$ cat src/rtl/analog_input_emu_if.sv
// Input-emulator bus between the game input logic (master) and analog_input_emu (slave).
// Macro ANALOG_INPUT_DEADZONE_EN (used by analog_input_emu) does not affect this interface.
//   strobe : update strobe (vsync). The emulator acts on its rising edge.
//   mode   : 2 bits per channel. Channel i uses bits [2i+1:2i].
//   plus   : per-channel increment button.
//   minus  : per-channel decrement button.
//   analog : signed 8-bit stick value per channel. Channel i uses bits [8i+7:8i].
//   value  : per-channel position. Channel i uses bits [WIDTH*(i+1)-1:WIDTH*i].
//   valid  : one-cycle pulse on each update.
interface analog_input_emu_if #(
  parameter int unsigned CHANNELS = 2,
  parameter int unsigned WIDTH    = 8
);
  logic                      strobe;
  logic [2*CHANNELS-1:0]     mode;
  logic [CHANNELS-1:0]       plus;
  logic [CHANNELS-1:0]       minus;
  logic [8*CHANNELS-1:0]     analog;
  logic [WIDTH*CHANNELS-1:0] value;
  logic                      valid;

  modport master (
    output strobe, mode, plus, minus, analog,
    input  value, valid
  );

  modport slave (
    input  strobe, mode, plus, minus, analog,
    output value, valid
  );
endinterface

$ cat src/rtl/analog_input_emu.sv
// Multi-channel steering/pedal/spinner/analog input emulator.
// Each channel turns plus/minus buttons or a signed stick value into a position value.
// A channel is updated once per rising edge of bus.strobe.
// Optional macro ANALOG_INPUT_DEADZONE_EN enables a rescaled deadzone on the analog mode.
// Ports:
//   clk     : system clock.
//   reset_n : synchronous, active-low reset.
//   bus     : analog_input_emu_if slave. It carries strobe, mode, plus, minus and analog in,
//             and value and valid out.
// Modes: 0 = self-centering, 1 = hold, 2 = wrapping spinner, 3 = analog passthrough.
module analog_input_emu #(
  parameter int unsigned      CHANNELS    = 2,
  parameter int unsigned      WIDTH       = 8,
  parameter logic [WIDTH-1:0] CENTER      = WIDTH'(8'h80),
  parameter logic [WIDTH-1:0] VMIN        = WIDTH'(8'h10),
  parameter logic [WIDTH-1:0] VMAX        = WIDTH'(8'hF0),
  parameter int unsigned      MAX_STEP    = 4,
  parameter int unsigned      RETURN_STEP = 2,
  parameter int unsigned      DEADZONE    = 8
) (
  input  logic               clk,
  input  logic               reset_n,
  analog_input_emu_if.slave  bus
);

  typedef enum logic [1:0] {
    MODE_CENTER = 2'd0,
    MODE_HOLD   = 2'd1,
    MODE_SPIN   = 2'd2,
    MODE_ANALOG = 2'd3
  } mode_t;

  typedef enum logic [1:0] {
    DIR_NONE = 2'd0,
    DIR_UP   = 2'd1,
    DIR_DN   = 2'd2
  } dir_t;

`ifdef ANALOG_INPUT_DEADZONE_EN
  localparam bit DZ_EN = 1'b1;
`else
  localparam bit DZ_EN = 1'b0;
`endif

  // Two guard bits so that sums, differences and analog offsets never wrap before clamping.
  localparam int unsigned EW     = WIDTH + 2;
  localparam int unsigned STEP_W = $clog2(MAX_STEP + 1);

  localparam logic [STEP_W-1:0]  STEP_ONE   = STEP_W'(1);
  localparam logic [STEP_W-1:0]  STEP_MAX   = STEP_W'(MAX_STEP);
  localparam logic signed [EW-1:0] CENTER_S = $signed(EW'(CENTER));
  localparam logic signed [EW-1:0] VMIN_S   = $signed(EW'(VMIN));
  localparam logic signed [EW-1:0] VMAX_S   = $signed(EW'(VMAX));
  localparam logic signed [EW-1:0] RET_S    = $signed(EW'(RETURN_STEP));
  localparam logic signed [EW-1:0] TOP_S    = $signed(EW'({WIDTH{1'b1}}));
  localparam logic signed [9:0]    DZ_S     = $signed(10'(DEADZONE));

  logic                  strobe_d;
  logic                  valid_q;
  logic                  tick_c;
  logic [2*CHANNELS-1:0] prev_mode_q;
  logic [WIDTH-1:0]      value_q [CHANNELS];
  logic [WIDTH-1:0]      value_n [CHANNELS];
  logic [STEP_W-1:0]     step_q  [CHANNELS];
  logic [STEP_W-1:0]     step_n  [CHANNELS];
  dir_t                  dir_q   [CHANNELS];
  dir_t                  dir_n   [CHANNELS];

  assign tick_c = bus.strobe & ~strobe_d;

  // State registers. Reset takes priority over a coincident tick.
  always_ff @(posedge clk) begin
    if (!reset_n) begin
      strobe_d    <= 1'b0;
      valid_q     <= 1'b0;
      prev_mode_q <= '0;
      for (int i = 0; i < int'(CHANNELS); i++) begin
        value_q[i] <= CENTER;
        step_q[i]  <= STEP_ONE;
        dir_q[i]   <= DIR_NONE;
      end
    end else begin
      strobe_d <= bus.strobe;
      valid_q  <= tick_c;
      if (tick_c) prev_mode_q <= bus.mode;
      for (int i = 0; i < int'(CHANNELS); i++) begin
        value_q[i] <= value_n[i];
        step_q[i]  <= step_n[i];
        dir_q[i]   <= dir_n[i];
      end
    end
  end

  // Per-channel next state. Nothing changes except on a tick.
  always_comb begin
    mode_t                 ch_mode;
    dir_t                  dir_c;
    logic [STEP_W-1:0]     step_c;
    logic signed [EW-1:0]  cur_s;
    logic signed [EW-1:0]  stp_s;
    logic signed [EW-1:0]  up_s;
    logic signed [EW-1:0]  dn_s;
    logic signed [EW-1:0]  ret_s;
    logic signed [EW-1:0]  an_s;
    logic signed [9:0]     a_s;
    logic signed [9:0]     a_e;
    logic [WIDTH-1:0]      an_v;

    for (int i = 0; i < int'(CHANNELS); i++) begin
      value_n[i] = value_q[i];
      step_n[i]  = step_q[i];
      dir_n[i]   = dir_q[i];

      ch_mode = mode_t'(bus.mode[2*i +: 2]);

      if (bus.plus[i] && !bus.minus[i])      dir_c = DIR_UP;
      else if (bus.minus[i] && !bus.plus[i]) dir_c = DIR_DN;
      else                                   dir_c = DIR_NONE;

      // Acceleration: the step grows while the same direction is held.
      // The step computed here is the one applied on this tick.
      if (dir_c != DIR_NONE && dir_c == dir_q[i])
        step_c = (step_q[i] >= STEP_MAX) ? STEP_MAX : step_q[i] + STEP_ONE;
      else
        step_c = STEP_ONE;

      cur_s = $signed(EW'(value_q[i]));
      stp_s = $signed(EW'(step_c));
      up_s  = cur_s + stp_s;
      dn_s  = cur_s - stp_s;

      // Return toward CENTER without overshooting it.
      if (cur_s > CENTER_S)
        ret_s = (cur_s - RET_S < CENTER_S) ? CENTER_S : cur_s - RET_S;
      else if (cur_s < CENTER_S)
        ret_s = (cur_s + RET_S > CENTER_S) ? CENTER_S : cur_s + RET_S;
      else
        ret_s = CENTER_S;

      // Analog value: optional deadzone with rescale, then scale to WIDTH, offset and clamp.
      a_s = 10'($signed(bus.analog[8*i +: 8]));
      if (DZ_EN && a_s <= DZ_S && a_s >= -DZ_S) a_e = 10'sd0;
      else if (DZ_EN && a_s > 10'sd0)           a_e = a_s - DZ_S;
      else if (DZ_EN)                           a_e = a_s + DZ_S;
      else                                      a_e = a_s;
      an_s = EW'(a_e);
      an_s = CENTER_S + (an_s <<< (WIDTH - 8));
      if (an_s < $signed(EW'(0)))  an_v = '0;
      else if (an_s > TOP_S)       an_v = {WIDTH{1'b1}};
      else                         an_v = WIDTH'(an_s);

      if (tick_c) begin
        if (bus.mode[2*i +: 2] != prev_mode_q[2*i +: 2]) begin
          value_n[i] = CENTER;
          step_n[i]  = STEP_ONE;
          dir_n[i]   = DIR_NONE;
        end else begin
          case (ch_mode)
            MODE_ANALOG: begin
              value_n[i] = an_v;
              step_n[i]  = STEP_ONE;
              dir_n[i]   = DIR_NONE;
            end
            MODE_SPIN: begin
              step_n[i] = step_c;
              dir_n[i]  = dir_c;
              if (dir_c == DIR_UP)      value_n[i] = value_q[i] + WIDTH'(step_c);
              else if (dir_c == DIR_DN) value_n[i] = value_q[i] - WIDTH'(step_c);
            end
            default: begin
              step_n[i] = step_c;
              dir_n[i]  = dir_c;
              if (dir_c == DIR_UP)
                value_n[i] = (up_s > VMAX_S) ? VMAX : WIDTH'(up_s);
              else if (dir_c == DIR_DN)
                value_n[i] = (dn_s < VMIN_S) ? VMIN : WIDTH'(dn_s);
              else if (ch_mode == MODE_CENTER)
                value_n[i] = WIDTH'(ret_s);
            end
          endcase
        end
      end
    end
  end

  // Flatten the per-channel registers onto the bus.
  for (genvar g = 0; g < int'(CHANNELS); g++) begin : g_out
    assign bus.value[WIDTH*g +: WIDTH] = value_q[g];
  end

  assign bus.valid = valid_q;

endmodule

$ cat src/flat_wrapper.sv
// flat-port wrapper written by rule: the top's interface ports become plain ports
module analog_input_emu_flat 
#(
  parameter int unsigned      CHANNELS    = 2,
  parameter int unsigned      WIDTH       = 8,
  parameter logic [WIDTH-1:0] CENTER      = WIDTH'(8'h80),
  parameter logic [WIDTH-1:0] VMIN        = WIDTH'(8'h10),
  parameter logic [WIDTH-1:0] VMAX        = WIDTH'(8'hF0),
  parameter int unsigned      MAX_STEP    = 4,
  parameter int unsigned      RETURN_STEP = 2,
  parameter int unsigned      DEADZONE    = 8
)
  (clk, reset_n, bus_strobe, bus_mode, bus_plus, bus_minus, bus_analog, bus_value, bus_valid);
  analog_input_emu_if #(.CHANNELS(CHANNELS), .WIDTH(WIDTH)) bus_i ();
  input  logic clk;
  input  logic reset_n;
  input wire logic [$bits(bus_i.strobe)-1:0] bus_strobe;
  input wire logic [$bits(bus_i.mode)-1:0] bus_mode;
  input wire logic [$bits(bus_i.plus)-1:0] bus_plus;
  input wire logic [$bits(bus_i.minus)-1:0] bus_minus;
  input wire logic [$bits(bus_i.analog)-1:0] bus_analog;
  output wire logic [$bits(bus_i.value)-1:0] bus_value;
  output wire logic [$bits(bus_i.valid)-1:0] bus_valid;
  assign bus_i.strobe = bus_strobe;
  assign bus_i.mode = bus_mode;
  assign bus_i.plus = bus_plus;
  assign bus_i.minus = bus_minus;
  assign bus_i.analog = bus_analog;
  assign bus_value = bus_i.value;
  assign bus_valid = bus_i.valid;
  analog_input_emu #(.CHANNELS(CHANNELS), .WIDTH(WIDTH), .CENTER(CENTER), .VMIN(VMIN), .VMAX(VMAX), .MAX_STEP(MAX_STEP), .RETURN_STEP(RETURN_STEP), .DEADZONE(DEADZONE)) u_core (.clk(clk), .reset_n(reset_n), .bus(bus_i));
endmodule
$ cat config.mk
export PLATFORM = sky130hd
export DESIGN_NAME = analog_input_emu_flat
export DESIGN_NICKNAME = d
export VERILOG_FILES = /design/src/rtl/analog_input_emu_if.sv /design/src/rtl/analog_input_emu.sv /design/src/flat_wrapper.sv
export SDC_FILE = /design/constraint.sdc
export NUM_CORES = 1
export LEC_CHECK = 0
export BUFFER_PORTS_ARGS = -buffer_cell sky130_fd_sc_hd__clkbuf_2
export CAP_MARGIN = 20
export CORE_MARGIN = 5
export CORE_UTILIZATION = 24
export CTS_CLUSTER_DIAMETER = 100
export DETAILED_ROUTE_END_ITERATION = 10
export SYNTH_ARGS = -nofsm -noshare
export SYNTH_HDL_FRONTEND = slang
export SYNTH_SLANG_ARGS = --single-unit
$ cat constraint.sdc
create_clock -name clk -period 5.1 [get_ports clk]
set_clock_uncertainty 0.1 [all_clocks]
set_input_delay 0.51 -clock clk [delete_from_list [all_inputs] [get_ports clk]]
set_output_delay 0.51 -clock clk [all_outputs]
set_load 0.01 [all_outputs]
==> results.json <==
{
  "vias_per_cell": 5.45,
  "rsz0062_at_grt": "false",
  "fmax_ghz": 0.232,
  "clk_pin_slew_ps": 60,
  "crit_fanout": 10,
  "finalHoldViolCount": 0,
  "crit_path_max_incr_delay_ps": 450,
  "fin_crit_sh_pct": 84.5,
  "synthCells": 678,
  "die_area_um2": 23500,
  "finalPower_mw": 0.998,
  "setup_viol": 0,
  "gp_congestion": 0.937,
  "postCtsSetupBuffers": 0,
  "hold_path.startpoint": "bus_strobe",
  "die_w_um": 153,
  "holdCritPathClass": "input pin to flip-flop",
  "post-route-util_pct": 27.5,
  "clk_path_buf_depth": 2,
  "grt_usage_pct": 13.5,
  "cp-start-kind": "input pin",
  "start_util_pct": 24.3,
  "worst-path-buf-inv": 3,
  "drc_errors": 0,
  "dp_hpwl_um": 12400,
  "cts_tree": "built",
  "synth_edf_count": 0,
  "critPathLaunch": "bus_plus[1]",
  "synth_fa_ha_area_share_pct": 14.6,
  "num_antenna_cells": 0,
  "internal_power_mw": 0.634,
  "critPathTopFamily": "adder cells",
  "synth.net_count": 759,
  "relSlewSlack_pct": 48.0,
  "synthMuxAreaShare_pct": 2.36,
  "coreArea_um2": 20200,
  "syn2layout_area_growth_pct": 12.9,
  "switchingPower_mw": 0.364,
  "die_y_um": 153,
  "cts_hold_buf": 0,
  "synth_compound_gate_area_share_pct": 28.7,
  "wirelength_um": 16400,
  "antenna_found_initial": 0,
  "grt_pass1_wl_um": 26400,
  "crit_top_cell": "ha_1",
  "yosysWarnings": 0,
  "nNetsFinal": 783,
  "syn_area_um2": 4920,
  "cts_resized": 0,
  "synth_top_flop_cell": "dfxtp_1",
  "pin_count": 44,
  "drv_cap": 0,
  "p_sw_share_pct": 36.5,
  "reg2reg_from": "u_core.dir_q[0][2]",
  "fin_crit_ps": 4310,
  "final_layout_size_suffix_gt1_share_pct": 11.7,
  "p_per_area_nw_per_um2": 180,
  "drt_iter0_markers": 535,
  "slew_violations": 0,
  "overflow": 0,
  "required_ps": 5190,
  "seq_power_share_pct": 27.2,
  "power_frac_comb_pct": 37.2,
  "tightest_slew_ps": 778,
  "cts_buffers": 5,
  "port_buffers": 43,
  "ys_types": 80,
  "status": "complete, no violations",
  "first_global_vias": 5011,
  "async_flop_share_pct": 0,
  "synth-xor-area-share_pct": 6.41,
  "synth_top_family_by_area": "compound AO/OA/AOI/OAI gates",
  "p_leak_nw": 2.26,
  "cts_root_buffer": "clkbuf_16",
  "wl_per_cell_um": 16.9,
  "ir_drop_mv": 0.138,
  "cts_sinks": 32,
  "clock_power_share_pct": 35.6,
  "worst_hold_slack_ps": 360,
  "end_kind": "flip-flop",
  "vias": 5299,
  "clk_latency_ps": 280,
  "seq_area_frac_synth_pct": 13.0,
  "synth-simple-area-share_pct": 27.7,
  "rows": 52,
  "grt_max_degree": 27,
  "ys_ff_latch": 32,
  "arrival_ps": 4400,
  "dr.pass1.iters": 8,
  "h-tree-depth": 2,
  "fin_setup_tns_ps": 0,
  "critical_path_class": "input pin to flip-flop",
  "ant_nets": 0,
  "cpMaxStageDelayCell": "ha_1",
  "synth_area_per_cell_um2": 7.26,
  "path_cells": "clkbuf_2, inv_1, ha_1, xor2_1, nor3_1, and3b_1, inv_1, ha_1, ha_1, mux2_2, ha_1, nor2b_1, o31a_1, o21ai_0, a2111oi_0, nor3_1, nor4_1"
}
[final cells by class]
cell class	instances	area [um2]
well taps	270	338
fillers	2267	14700
repair buffers	56	313
flip-flops and latches	32	641
multi-input cells	561	3930
clock inverters	2	35.0
clock buffers	6	129
inverters	46	173
[path summary, 6_finish.rpt]
| kind | to | slack (ps) | cells past startpoint |
|---|---|---|---|
| max reg2reg | u_core.value_q[0][14] | 1260 | 14 |
| max | u_core.value_q[0][14] | 790 | 17 |
| min | u_core.strobe_d | 360 | 2 |
| min reg2reg | u_core.dir_q[0][3] | 360 | 2 |
[per-stage QoR]
| step | setup slack (ps) | instances | instance area [um2] |
|---|---|---|---|
| 2_1_floorplan | 1120 | 678 | 4920 |
| 5_1_grt | 511 | 973 | 5560 |
| 3_3_place_gp | 698 | 965 | 5390 |
| 6_report | 789 | 973 | 5560 |
| 3_5_place_dp | 572 | 965 | 5390 |
| 4_1_cts | 847 | 973 | 5560 |
[placed cells by master (no fill, tap or decap), types with 19 or more instances in the layout]
cell	netlist	final
dfxtp_1	32	32
xor2_1	19	19
nand3_1	29	29
inv_1	46	46
clkbuf_2	0	43
nor2_1	46	46
a21oi_1	44	44
nand2_1	64	64
o21ai_0	28	28
nor3_1	29	29
ha_1	48	48
[cells in the mapped netlist (all sizes together), types with 10 or more instances]
cell type  instances  area, um2
a21oi             44        220
and3              11       70.1
buf               12       78.8
clkbuf            27        101
dfxtp             32        641
ha                48        601
inv               46        173
nand2             64        240
nand2b            10       62.6
nand3             29        145
nor2              47        179
nor2b             16        100
nor3              29        145
o21ai             34        174
xnor2             17        149
xor2              19        166
[cells by family (layout without fill, tap and decap cells)]
kind of cell    Yosys count  count (layout)
simple gates            264             264
buf+inv                  85             110
mux                      11              11
fa+ha+maj                54              54
flops                    32              32
compound gates          196             196
xor+xnor                 36              36
[sequential cells by signal (all words and copies together), names as in the netlist]
| signal | count |
|---|---|
| u_core.strobe_d | 1 |
| u_core.value_q | 16 |
| u_core.prev_mode_q | 4 |
| u_core.dir_q | 4 |
| u_core.bus.valid | 1 |
| u_core.step_q | 6 |
[power by group through the flow]
stage	Sequential, mW	Combinational, mW	Clock [mW]
floorplan	0.272	0.269	0
global placement	0.276	0.362	0
finish	0.271	0.371	0.355
global route	0.272	0.409	0.372
CTS	0.271	0.365	0.356
detailed placement	0.276	0.364	0
[routing by layer]
layer | vias to the layer above | wire length (um) | global-route usage (%)
li1 | 2568 | - | -
met1 | 2447 | 7470 | 19.0
met2 | 255 | 7410 | 21.7
met3 | 29 | 1260 | 2.35
met4 | 0 | 286 | 2.55
met5 | - | 0 | 0
No activity file was read; power rests on OpenSTA's default activity.
